<file path="src/rtl/v2f_wide_arith.sv">
// v2f_wide_arith: multi-limb add/sub/bitwise/compare unit, one LIMB-bit limb per clock, LSB first.
// Define V2F_WIDE_ARITH_SIGNED_EN to enable signed lt/ge when op_signed=1.
module v2f_wide_arith #(
  parameter int WIDTH = 64,
  parameter int LIMB  = 31
) (
  input  logic             clk,
  input  logic             rst,
  input  logic             in_valid,
  output logic             in_ready,
  input  logic [2:0]       op,
  input  logic             op_signed,
  input  logic [WIDTH-1:0] a,
  input  logic [WIDTH-1:0] b,
  output logic             out_valid,
  input  logic             out_ready,
  output logic [WIDTH-1:0] y,
  output logic             carry
);
  localparam int NLIMB = (WIDTH + LIMB - 1) / LIMB;
  localparam int PW    = NLIMB * LIMB;
  localparam int REM   = WIDTH % LIMB;
  localparam int KW    = (NLIMB > 1) ? $clog2(NLIMB) : 1;

  localparam logic [2:0] OP_ADD = 3'd0;
  localparam logic [2:0] OP_SUB = 3'd1;
  localparam logic [2:0] OP_AND = 3'd2;
  localparam logic [2:0] OP_OR  = 3'd3;
  localparam logic [2:0] OP_XOR = 3'd4;
  localparam logic [2:0] OP_EQ  = 3'd5;
  localparam logic [2:0] OP_LT  = 3'd6;
  localparam logic [2:0] OP_GE  = 3'd7;

  typedef enum logic [1:0] {IDLE, RUN, DONE} state_t;

  state_t              state, state_nx;
  logic [PW-1:0]       a_sh, b_sh;
  logic [PW-LIMB-1:0]  res;
  logic [KW-1:0]       k;
  logic                c, eq_acc;
  logic [2:0]          op_r;
  logic                last, is_sub, sub_in;
  logic [LIMB-1:0]     a_k, b_k, b_op, limb;
  logic [LIMB:0]       s;
  logic [PW-1:0]       res_nx;
  logic                cout, borrow, eq_nx, lt, flag;

`ifdef V2F_WIDE_ARITH_SIGNED_EN
  logic sgn_r, sa_r, sb_r;
`else
  logic unused_op_signed;
  assign unused_op_signed = op_signed;
`endif

  assign in_ready  = (state == IDLE);
  assign out_valid = (state == DONE);

  always_ff @(posedge clk or posedge rst) begin
    if (rst) state <= IDLE;
    else     state <= state_nx;
  end

  always_comb begin
    state_nx = state;
    case (state)
      IDLE:    if (in_valid)  state_nx = RUN;
      RUN:     if (last)      state_nx = DONE;
      DONE:    if (out_ready) state_nx = IDLE;
      default: state_nx = IDLE;
    endcase
  end

  assign a_k    = a_sh[LIMB-1:0];
  assign b_k    = b_sh[LIMB-1:0];
  assign last   = (k == KW'(NLIMB - 1));
  assign is_sub = (op_r == OP_SUB) || (op_r == OP_LT) || (op_r == OP_GE);
  assign sub_in = (op == OP_SUB) || (op == OP_LT) || (op == OP_GE);

  always_comb begin
    b_op = is_sub ? ~b_k : b_k;
    s    = {1'b0, a_k} + {1'b0, b_op} + {{LIMB{1'b0}}, c};
    case (op_r)
      OP_AND:  limb = a_k & b_k;
      OP_OR:   limb = a_k | b_k;
      OP_XOR:  limb = a_k ^ b_k;
      default: limb = s[LIMB-1:0];
    endcase
    // Top limb is zero-padded; for sub the padding becomes ones, so sum bit REM is the inverted carry.
    if (REM == 0)   cout = s[LIMB];
    else if (is_sub) cout = ~s[REM];
    else            cout = s[REM];
    borrow = ~cout;
    eq_nx  = eq_acc & (a_k == b_k);
`ifdef V2F_WIDE_ARITH_SIGNED_EN
    lt = (sgn_r && (sa_r != sb_r)) ? sa_r : borrow;
`else
    lt = borrow;
`endif
    case (op_r)
      OP_EQ:   flag = eq_nx;
      OP_LT:   flag = lt;
      OP_GE:   flag = ~lt;
      default: flag = 1'b0;
    endcase
    res_nx = {limb, res};
  end

  always_ff @(posedge clk or posedge rst) begin
    if (rst) begin
      a_sh   <= '0;
      b_sh   <= '0;
      res    <= '0;
      k      <= '0;
      c      <= 1'b0;
      eq_acc <= 1'b1;
      op_r   <= OP_ADD;
      y      <= '0;
      carry  <= 1'b0;
`ifdef V2F_WIDE_ARITH_SIGNED_EN
      sgn_r  <= 1'b0;
      sa_r   <= 1'b0;
      sb_r   <= 1'b0;
`endif
    end else begin
      case (state)
        IDLE: if (in_valid) begin
          a_sh   <= PW'(a);
          b_sh   <= PW'(b);
          op_r   <= op;
          k      <= '0;
          c      <= sub_in;
          eq_acc <= 1'b1;
`ifdef V2F_WIDE_ARITH_SIGNED_EN
          sgn_r  <= op_signed;
          sa_r   <= a[WIDTH-1];
          sb_r   <= b[WIDTH-1];
`endif
        end
        RUN: begin
          a_sh   <= a_sh >> LIMB;
          b_sh   <= b_sh >> LIMB;
          res    <= res_nx[PW-1:LIMB];
          c      <= s[LIMB];
          eq_acc <= eq_nx;
          k      <= k + KW'(1);
          if (last) begin
            case (op_r)
              OP_ADD: begin y <= res_nx[WIDTH-1:0]; carry <= cout;   end
              OP_SUB: begin y <= res_nx[WIDTH-1:0]; carry <= borrow; end
              OP_AND, OP_OR, OP_XOR: begin y <= res_nx[WIDTH-1:0]; carry <= 1'b0; end
              default: begin y <= {{(WIDTH-1){1'b0}}, flag}; carry <= 1'b0; end
            endcase
          end
        end
        default: ;
      endcase
    end
  end
endmodule

</file>
<file path="config.mk">
export PLATFORM = sky130hd
export DESIGN_NAME = v2f_wide_arith
export DESIGN_NICKNAME = d
export VERILOG_FILES = /design/src/rtl/v2f_wide_arith.sv
export SDC_FILE = /design/constraint.sdc
export NUM_CORES = 1
export LEC_CHECK = 0
export CAP_MARGIN = 10
export CORE_MARGIN = 5
export CORE_UTILIZATION = 50
export DETAILED_ROUTE_END_ITERATION = 10
export HOLD_SLACK_MARGIN = 0.03
export PLACE_DENSITY_LB_ADDON = 0.1
export SLEW_MARGIN = 20
export SYNTH_ARGS = -nofsm -noshare
export SYNTH_HDL_FRONTEND = slang
export SYNTH_SLANG_ARGS = --single-unit
</file>
<file path="constraint.sdc">
create_clock -name clk -period 8.91 [get_ports clk]
set_clock_uncertainty 0.05 [all_clocks]
set_input_delay 2.2275 -clock clk [delete_from_list [all_inputs] [get_ports clk]]
set_output_delay 2.2275 -clock clk [all_outputs]
set_load 0.02 [all_outputs]
</file>
; ---- Yosys cells after proc, flatten, opt, wreduce, memory -nomap -nowiden
; Index checks and enable logic that the tools add are counted.
[op_classes]
n_addsub = 3
n_mul = 0
div_mod_pow = 0
magnitude_cmp = 0
n_eq_ne = 17
shifts = 0
n_mux = 20
bitwise = 7
n_reduce_logical = 12
[ops]
columns = operator, count
row1 = $pmux W93 S2, 2
row2 = $mux W93, 2
row3 = $pmux W31 S3, 1
row4 = $mux W64, 1
row5 = $add A31 B31 Y32, 1
row6 = $add A32 B1 Y32, 1
row7 = $and A31 B31 Y31, 1
row8 = $eq A31 B31 Y1, 1
row9 = $mux W31, 1
row10 = $not A31 Y31, 1
row11 = $or A31 B31 Y31, 1
row12 = $xor A31 B31 Y31, 1
row13 = $eq A3 B3 Y1 const B, 6
row14 = $mux W2, 4
row15 = $eq A3 B1 Y1 const B, 2
row16 = $eq A3 B2 Y1 const B, 2
row17 = $pmux W1 S2, 3
row18 = $pmux W2 S3, 1
row19 = $reduce_and A2 Y1, 3
row20 = $reduce_or A5 Y1, 1
row21 = $eq A2 B2 Y1 const B, 2
row22 = $logic_or A1 B1 Y1, 4
row23 = $ne A2 B2 Y1 const B, 2
row24 = $pmux W2 S2, 1
row25 = other kinds (11), 14
[word_totals]
ff_bits = 322
latch_bits = 0
mem_bits_rw = 0
rom_bits = 0
inputBits = 136
out_inout_bits = 67
mem_count = 0

; ---- Depth between registers and ports, before layout
; Gate-level depths: netlist of run 1.
[logic_depth]
ltp_word = 11
ltp_mapped = 16
ltp_nobuf = 14

; ---- Worst setup path after synthesis of run 1
; Ideal clock, no wire load.
[synth_timing]
path_kind = reg2reg
from = register op_r[1]
to = register res[59]
setup_ns = 0.141
arrival_ns = 3.505
required_time_ns = 8.719
setup_slack_ns = 5.214
stages_incl_launch_ff = 17
n_path_buf = 2
synth_period_minus_slack_ns = 3.696
cell_sequence = dfrtp_1 clkbuf_1 nor2_1 nand2_1 nand2_1 buf_1 xnor2_1 fa_1 inv_1 fa_1 a21o_1 a31o_2 a21oi_1 a211o_1 nor4bb_1 or3_1 a31oi_1
[synth_via]
elab_chain_len = 7
elab_cells_between_ends = 12
[synth_rtl]
columns = element, line
row1 = "start, declared", 41  ; logic [2:0] op_r;
row2 = "start signal, assigned", 129  ; op_r <= op;
row3 = $eq A3 B1 Y1 / $eq A3 B3 Y1 (equally long branches), 76  ; assign is_sub = (op_r == OP_SUB) || (op_r == OP_LT) || (op_r == OP_GE);
row4 = $logic_or A1 B1 Y1 (2 in series), 76
row5 = $mux W31, 80  ; b_op = is_sub ? ~b_k : b_k;
row6 = $add A31 B31 Y32, 81  ; s = {1'b0, a_k} + {1'b0, b_op} + {{LIMB{1'b0}}, c};
row7 = $add A32 B1 Y32, 81
row8 = $pmux W31 S3 (*), 82  ; case (op_r)
row9 = "end signal, assigned", 142  ; res <= res_nx[PW-1:LIMB];
row10 = "end, declared", 38  ; logic [PW-LIMB-1:0] res;
; Every way passes the cells marked *; elsewhere a longest branch is shown, timed or not.
; A chain may end at the register's enable or synchronous reset.

; ---- Worst setup path after layout of run 1
[layout_timing]
from = register op_r[0]
to = register res[59]
; The elaborated chain is that of the path after synthesis.

==> results of run 1 <==
placed cells by master (no fill, tap or decap), types with 29 or more instances in the layout:
master	count
dfrtp_1	263
clkdlybuf4s50_1	201
xnor2_1	45
nand2_1	404
a21oi_1	52
a31oi_1	70
a22o_1	63
inv_1	74
clkbuf_16	29
nor2_1	91
o21ai_0	129
ha_1	93
layout make-up:
class	instances	area (um2)
Multi-Input combinational cell	1151	6900
Clock inverter	10	85.1
Tap cell	378	473
Sequential cell	264	6610
Inverter	75	285
Timing Repair Buffer	216	2140
Clock buffer	42	865
Fill cell	2400	10600
registers in the layout (all words and copies together) (netlist names), 2 cells and up:
signal	cells
res	62
b_sh	64
op_r	3
state	2
y	64
k	2
a_sh	64
logic make-up (layout without fill, tap and decap cells):
| kind of cell | after synthesis | count (layout) | share of synthesized area, % |
|---|---|---|---|
| compound gates | 434 | 434 | 20.2 |
| xor+xnor | 54 | 54 | 3.32 |
| fa+ha+maj | 95 | 95 | 8.45 |
| buf+inv | 182 | 343 | 5.39 |
| flops | 264 | 264 | 46.4 |
| mux | 3 | 3 | 0.220 |
| simple gates | 565 | 565 | 16.1 |
critical path, cell delays in order (launching register included):
cell,delay (ns)
dfrtp_1,0.32
buf_4,0.42
nand2_1,0.09
nand2_1,0.08
buf_4,0.46
xnor2_1,0.21
fa_1,0.23
inv_1,0.06
fa_1,0.43
a21o_1,0.23
a31o_2,0.27
a21oi_1,0.50
a211o_1,0.27
nor4bb_1,0.40
o21ai_0,0.15
a31oi_1,0.17
worst max-delay path by stage:
stage	to	cells past startpoint	slack, ns	start
finish	res[59]	15	4.45	op_r[0]
global route	res[59]	15	4.16	op_r[0]
CTS	res[59]	15	4.44	op_r[0]
detailed placement	a_sh[3]	5	4.06	in_valid
global placement	a_sh[11]	5	4.11	in_valid
floorplan	a_sh[0]	1	3.15	rst
stage by stage:
step	hold slack [ns]	setup slack [ns]
after floorplan	0.396	3.15
after global placement	0.408	4.11
after detailed placement	0.413	4.06
after CTS	0.429	4.44
after global routing	0.450	4.16
final	0.424	4.45
layer usage:
layer / vias to the layer above / GRT usage, % / routed length [um]
met5: - / 0 / 0
met4: 0 / 5.92 / 852
met3: 54 / 3.99 / 2770
met2: 418 / 33.2 / 15100
met1: 5562 / 37.4 / 18500
li1: 5797 / - / -
==> metrics.md, run 1 <==
| Metric | Value |
|---|---|
| Outcome | `finished, final reports clean` |
| Layout Nets | `slightly below 2000` |
| Top Ports | `~200` |
| Largest net degree at the start of global routing | `~150` |
| Post-Syn Area | `around 0.014 mm2` |
| Vias per inst | `around 5.5` |
| Post-DP HPWL | `approximately 26 mm` |
| Inst Count DP | `roughly 2100` |
| #FFs+latches synth | `roughly 260` |
| Hold Path Sink | `res[17]` |
| Post-CTS sizing | `0` |
| Final wirelength | `about 37 mm` |
| R2R cell count | `15` |
| Reg clk slew, reported paths | `around 0.06 ns` |
| Commonest cells post-synth | `nand2_1 (406), dfrtp_1 (263), o21ai_0 (129)` |
| Die Span X | `about 180 um` |
| Final setup viols | `0` |
| Clock sinks | `between 200 and 300` |
| Cell taking the most area after synthesis | `dfrtp_1` |
| Max Cap Viol | `0` |
| Root buffer selected by CTS | `clkbuf_16` |
| Setup TNS | `0 ns` |
| Post-synth top flop | `dfrtp_1` |
| Minimum clock period | `4.46 ns` |
| Core Rows | `61` |
| Reg-to-reg setup timing slack | `approximately 4.5 ns` |
| Hold Crit Depth | `2` |
| RSZ-0062 raised after global routing | `no` |
| Port-buffer cells | `around 200` |
| Max Buffers Root-to-Sink | `3` |
| Worst-Skew Late Latency | `about 0.55 ns` |
| Cts hold-fix bufs | `0` |
| Placed inst area | `~0.016 mm2` |
| Antenna violations before repair | `0` |
| DIE AREA | `around 0.032 mm2` |
| Tightest Hold Check Type | `flop to flop` |
| Crit Reg-Reg Startpoint | `op_r[0]` |
| Crit Path Category | `flop to flop` |
| Tot GR Track Use | `a little under a quarter` |
| Layout cell share with drive strength beyond 1 | `under 10%` |
| Post-CTS Setup Inserts | `0` |
| P&R area growth vs syn | `21.8%` |
| Synth top area cells | `dfrtp_1 (46%), nand2_1 (11%), ha_1 (8.2%)` |
| CP Launch Type | `flop` |
| Slew @ Worst Pin | `1.07 ns` |
| Hold Vio Cnt, Final | `0` |
| Number of global-route vias before repair | `11459` |
| Crit path capture type | `flop` |
| Fraction of registers with async set/reset | `100%` |
| DR pass1 iterations | `5` |
| Max FO, Critical Path | `44` |
| Starting Density | `51.0%` |
| Aggregate global routing overflow | `0` |
| First-pass GRT wire length | `about 61 mm` |
| CTS tree | `built` |
| Yosys top cell area share | `a little under half` |
| Max Slew Vio Count | `0` |
| ANT nets after route | `0` |
| Mapped Cells | `about 1600` |
| Die height | `179 um` |
| Post-Layout Cell Count | `2136` |
| CTS Buf Count | `28` |
| Fmax | `between 0.2 and 0.25 GHz` |
| Post-synth net total | `roughly 1800` |
| Finished Cell Area | `0.0174 mm2` |
| Syn. warnings | `0` |
| HP Start | `res[17]` |
| H-tree depth | `1` |
| Via count | `11831` |
| Core ar. | `approximately 0.028 mm2` |
| Number of enable flip-flop cells after synthesis | `0` |
| Fin util | `62.1%` |
| Drc violations | `0` |
| WP data required | `around 9.3 ns` |
| Starting DRC count in detailed routing | `1065` |
| Gpl congestion | `between 0.8 and 0.9` |
| Count leader, synth | `nand2_1` |
| Diode count | `0` |
| Final period utilization | `between 50% and 60%` |
| Yosys cell types | `74` |
| Crit path DAT | `~4.9 ns` |
| Routed len/inst | `roughly 17 um` |
| Mean Syn Cell Area | `8.92 um2` |
| Reg2reg end | `res[59]` |
| Slew HR | `about 29%` |
| Post-synthesis sequential area ratio | `between 40% and 50%` |
Power of run 1 is not shown: default switching activity piles up to over one toggle a cycle in this logic, so the estimate is an artifact.
==> run 2, diff against run 1 <==
- CORE_UTILIZATION: 50 -> 55
- clock period: 8.91 -> 4.4 ns (I/O delays scaled with it)
==> metrics.md, run 2 (synthesis gave the netlist of run 1 again) <==
| Metric | Value |
|---|---|
| Finished Cell Area | `0.0173 mm2 (-0.23%)` |
| Hold Vio Cnt, Final | `0 (unchanged)` |
| Max Slew Vio Count | `0 (unchanged)` |
| WP data required | `4.75 ns (-4.57 ns)` |
| Starting DRC count in detailed routing | `1275 (+20%)` |
| Vias per inst | `5.66 (+2.2%)` |
| Crit-path cells | `nor2_1 > nand2_1 > nand2_1 > buf_4 > xnor2_1 > fa_1 > a21o_1 > a31o_2 > a21oi_1 > a211o_1 > nor4bb_1 > or3_1 > a31oi_1` |
| Minimum clock period | `3.91 ns (-0.544 ns)` |
| Gpl congestion | `0.870 (-1.3%)` |
| Starting Density | `55.3% (+4.3 points)` |
| RSZ-0062 raised after global routing | `no` |
| Most frequent cells in the layout | `nand2_1 (404), dfrtp_1 (263), clkdlybuf4s50_1 (201)` |
| Tot GR Track Use | `25.3% (+1.8 points)` |
| Max FO, Critical Path | `19 (-57%)` |
| Reg clk slew, reported paths | `0.06 ns (about the same)` |
| Worst-Skew Late Latency | `0.55 ns (about the same)` |
| Slew @ Worst Pin | `0.937 ns (-0.129 ns)` |
| Max Buffers Root-to-Sink | `3 (unchanged)` |
| Final period utilization | `88.9% (+39 points)` |
| CP Launch Type | `flop` |
| Most frequent CP cell | `nand2_1` |
| CTS tree | `built` |
| Tightest Hold Check Type | `flop to flop` |
| First-pass GRT wire length | `60.3 mm (-1.4%)` |
| Die Span X | `171 um (-4.4%)` |
| DR pass1 iterations | `6 (+1)` |
| DIE AREA | `0.0292 mm2 (-8.6%)` |
| P&R area growth vs syn | `21.5%` |
| Final wirelength | `37.1 mm (-0.17%)` |
| WP buf/inv | `1 (-2)` |
| Top Ports | `203 (unchanged)` |
| Crit path capture type | `flop` |
| Most common cell after layout, fill and taps aside | `nand2_1` |
| Crit Path Category | `flop to flop` |
| Die height | `171 um (-4.4%)` |
| Diode count | `0 (unchanged)` |
| Placed inst area | `0.0164 mm2 (+0.25%)` |
| Cts hold-fix bufs | `0 (unchanged)` |
| Post-CTS sizing | `0 (unchanged)` |
| Layout cell share with drive strength beyond 1 | `4.83% (-0.18 points)` |
| Root buffer selected by CTS | `clkbuf_16` |
| Core ar. | `0.0258 mm2 (-7.8%)` |
| Core Rows | `59 (-3.3%)` |
| Final setup viols | `0 (unchanged)` |
| CP max-delay cell | `dfrtp_1` |
| Aggregate global routing overflow | `0 (unchanged)` |
| CTS Buf Count | `28 (unchanged)` |
| Outcome | `finished, final reports clean` |
| ANT nets after route | `0 (unchanged)` |
| Fmax | `0.256 GHz (+14%)` |
| Number of global-route vias before repair | `11304 (-1.4%)` |
| Port-buffer cells | `201 (unchanged)` |
| Largest net degree at the start of global routing | `201 (+39%)` |
| Via count | `11861 (+0.25%)` |
| Drc violations | `0 (unchanged)` |
| H-tree depth | `1 (unchanged)` |
| Clock sinks | `264 (unchanged)` |
| Setup TNS | `0 ns (unchanged)` |
| Routed len/inst | `17.7 um (+1.7%)` |
| Antenna violations before repair | `0 (unchanged)` |
| Crit path DAT | `4.26 ns (-0.61 ns)` |
| Max Cap Viol | `0 (unchanged)` |
| Slew HR | `37.4% (+8.6 points)` |
| Delay-heaviest family, CP | `compound AO/OA/AOI/OAI gates` |
| Layout Nets | `1973 (+0.31%)` |
| Post-CTS Setup Inserts | `0 (unchanged)` |
| Largest stage delay on the critical path | `0.51 ns (about the same)` |
| Fin util | `67.2% (+5.1 points)` |
| Largest regs | `a_sh x64, b_sh x64, y x64` |
| Post-DP HPWL | `26.3 mm (+1.3%)` |
## run 2: cell types whose count changed in the layout (fill, tap and decap cells not counted)
| cell | change |
|---|---|
| clkbuf_1 | +6 |
| buf_12 | +4 |
| clkbuf_8 | -3 |
| clkinv_2 | -3 |
| buf_4 | +2 |
| clkinv_4 | -2 |
| bufinv_16 | -1 |
## run 2: final cells by class
cell class	count	area (um2)
Sequential cell	264	6610
Timing Repair Buffer	222	2230
Multi-Input combinational cell	1151	6900
Clock buffer	45	846
Clock inverter	4	22.5
Tap cell	335	419
Fill cell	2128	8450
Inverter	75	285
## run 2: final timing paths
kind,startpoint,to,slack (ns),cells past startpoint
setup / recovery,op_r[1],res[59],0.49,13
hold / removal,res[29],res[29],0.42,2
setup reg to reg,op_r[1],res[59],0.49,13
hold reg to reg,res[29],res[29],0.42,2
max in group asynchronous,rst,b_sh[38],2.45,4
min in group asynchronous,rst,res[26],0.87,2
## run 2: worst min-delay path: stages (launching register included)
cell and delay, ns:
dfrtp_1 0.34, nand2_1 0.05, nand2_1 0.05
## run 2: per-stage QoR
stage / worst slack [ns] / hold slack (ns) / cells
global route: 0.305 / 0.442 / 2096
floorplan: -0.233 / 0.396 / 1597
finish: 0.486 / 0.423 / 2096
CTS: 0.547 / 0.428 / 2096
detailed placement: 0.570 / 0.414 / 2047
global placement: 0.578 / 0.408 / 2047
## run 2: per-layer routing
| layer | GRT usage [%] | vias up | wire, um |
|---|---|---|---|
| li1 | - | 5818 | - |
| met3 | 4.32 | 48 | 2750 |
| met4 | 5.24 | 0 | 711 |
| met1 | 39.9 | 5600 | 18200 |
| met2 | 36.8 | 395 | 15500 |
| met5 | 0 | - | 0 |
Power of run 2 is left out for the same reason.
==> run 3, diff against run 2 <==
- CAP_MARGIN: 10 -> 20
- clock period: 4.4 -> 4.1 ns (I/O delays scaled with it)
==> metrics.md, run 3 (synthesis gave the netlist of run 1 again) <==
| Metric | Value |
|---|---|
| Routed len/inst | `17.5 um (-1.0%)` |
| Multi-input logic area | `0.00690 mm2 (unchanged)` |
| Final setup viols | `0 (unchanged)` |
| Crit Path Category | `flop to flop` |
| Slew HR | `38.0% (+0.62 points)` |
| DR pass1 iterations | `6 (unchanged)` |
| Port-buffer cells | `201 (unchanged)` |
| Metal-1 WL | `18.0 mm (-1.0%)` |
| DR top layer | `met4` |
| Post-DP HPWL | `26.3 mm (about the same)` |
| Largest net degree at the start of global routing | `149 (-26%)` |
| Layout Nets | `1982 (+0.46%)` |
| Starting DRC count in detailed routing | `1133 (-11%)` |
| Crit path DAT | `4.00 ns (-0.26 ns)` |
| Crit path capture type | `flop` |
| Layout cell share with drive strength beyond 1 | `5.75% (+0.93 points)` |
| Fmax | `0.274 GHz (+7.3%)` |
| Clock sinks | `264 (unchanged)` |
| Largest regs | `a_sh x64, b_sh x64, y x64` |
| CP Launch Type | `flop` |
| Max Slew Vio Count | `0 (unchanged)` |
| Worst-Skew Late Latency | `0.55 ns (about the same)` |
| FF+latch area | `0.00661 mm2 (unchanged)` |
| CTS Buf Count | `28 (unchanged)` |
| Outcome | `finished, final reports clean` |
| Tightest Hold Check Type | `flop to flop` |
| H-tree depth | `1 (unchanged)` |
| Most frequent cells in the layout | `nand2_1 (404), dfrtp_1 (263), clkdlybuf4s50_1 (201)` |
| Reg clk slew, reported paths | `0.06 ns (about the same)` |
| Minimum clock period | `3.65 ns (-0.265 ns)` |
| Max FO, Critical Path | `12 (-7)` |
| Drc violations | `0 (unchanged)` |
| Post-CTS sizing | `0 (unchanged)` |
| Number of global-route vias before repair | `11469 (+1.5%)` |
| Cts hold-fix bufs | `0 (unchanged)` |
| Slew @ Worst Pin | `0.928 ns (-0.00895 ns)` |
| ANT nets after route | `0 (unchanged)` |
| Core Rows | `59 (unchanged)` |
| RSZ-0062 raised after global routing | `no` |
| R2R cell count | `13 (unchanged)` |
| Die Span X | `171 um (unchanged)` |
| WP data required | `4.45 ns (-0.30 ns)` |
| Starting Density | `55.3% (unchanged)` |
| Top Ports | `203 (unchanged)` |
| Setup TNS | `0 ns (unchanged)` |
| Core ar. | `0.0258 mm2 (unchanged)` |
| DIE AREA | `0.0292 mm2 (unchanged)` |
| Aggregate global routing overflow | `0 (unchanged)` |
| Die height | `171 um (unchanged)` |
| Vias per inst | `5.69 (+0.48%)` |
| Via count | `11986 (+1.1%)` |
| Hold Crit Depth | `2 (unchanged)` |
| Antenna violations before repair | `0 (unchanged)` |
| Root buffer selected by CTS | `clkbuf_16` |
| Hold Vio Cnt, Final | `0 (unchanged)` |
| Post-CTS Setup Inserts | `0 (unchanged)` |
| Gpl congestion | `0.905 (+4.0%)` |
| Fill cells | `2108 (-0.94%)` |
| Met3 wire length | `2.64 mm (-3.9%)` |
| DR WL met2 | `15.4 mm (-0.37%)` |
| Diode count | `0 (unchanged)` |
| CTS tree | `built` |
| Max Buffers Root-to-Sink | `3 (unchanged)` |
| Final wirelength | `37.0 mm (-0.45%)` |
| First-pass GRT wire length | `60.5 mm (+0.23%)` |
| P&R area growth vs syn | `23.1%` |
| Final period utilization | `89.0% (about the same)` |
| Max Cap Viol | `0 (unchanged)` |
| Most common cell after layout, fill and taps aside | `nand2_1` |
| Tot GR Track Use | `25.3% (about the same)` |
[run 3: cell count changes in the layout (fill, tap and decap cells not counted)]
cell,previous run,this run
clkbuf_8,6,9
clkbuf_1,10,5
inv_6,0,1
bufinv_16,0,3
buf_12,5,7
clkinvlp_4,2,3
buf_4,16,23
[run 3: metal layers]
layer | track usage [%] | up-vias
li1 | - | 5848
met1 | 40.4 | 5633
met2 | 36.2 | 448
met3 | 3.79 | 57
met4 | 6.37 | 0
met5 | 0 | -
[run 3: area by class of cell]
type	instances	share of cell area, %
flip-flops and latches	264	37.7
clock inverters	9	0.735
well taps	335	2.39
inverters	75	1.63
clock buffers	43	4.95
repair buffers	231	13.3
multi-input cells	1151	39.4
[run 3: final timing paths]
| path | from | to | slack, ns |
|---|---|---|---|
| worst max-delay path | op_r[2] | res[56] | 0.45 |
| worst min-delay path | res[20] | res[20] | 0.42 |
| worst max register to register | op_r[2] | res[56] | 0.45 |
| worst min register to register | res[20] | res[20] | 0.42 |
| max in group asynchronous | rst | b_sh[10] | 2.22 |
| min in group asynchronous | rst | a_sh[53] | 0.88 |
[run 3: per-stage QoR]
stage / utilization [%] / hold WS, ns / cells / setup slack [ns] / cell area [um2]
2_1_floorplan: - / 0.396 / 1597 / -0.458 / 14200
3_3_place_gp: 64.2 / 0.408 / 2056 / 0.521 / 16500
3_5_place_dp: 64.2 / 0.414 / 2056 / 0.501 / 16500
4_1_cts: 68.1 / 0.429 / 2108 / 0.453 / 17500
5_1_grt: 68.1 / 0.445 / 2108 / 0.275 / 17500
6_report: 68.1 / 0.424 / 2108 / 0.452 / 17500
[run 3: worst max-delay path, cell delays in order, from the launching register on]
cell and delay [ns]:
dfrtp_1 0.40, nor2_1 0.16, nand2_1 0.11, nand2_1 0.28, buf_12 0.20, xnor2_1 0.14, ha_1 0.34, a21o_2 0.25
a221oi_1 0.36, o21ai_0 0.13, a221o_1 0.43, a21oi_1 0.40, xor2_1 0.17, o21ai_0 0.09
Power of run 3 is left out for the same reason.
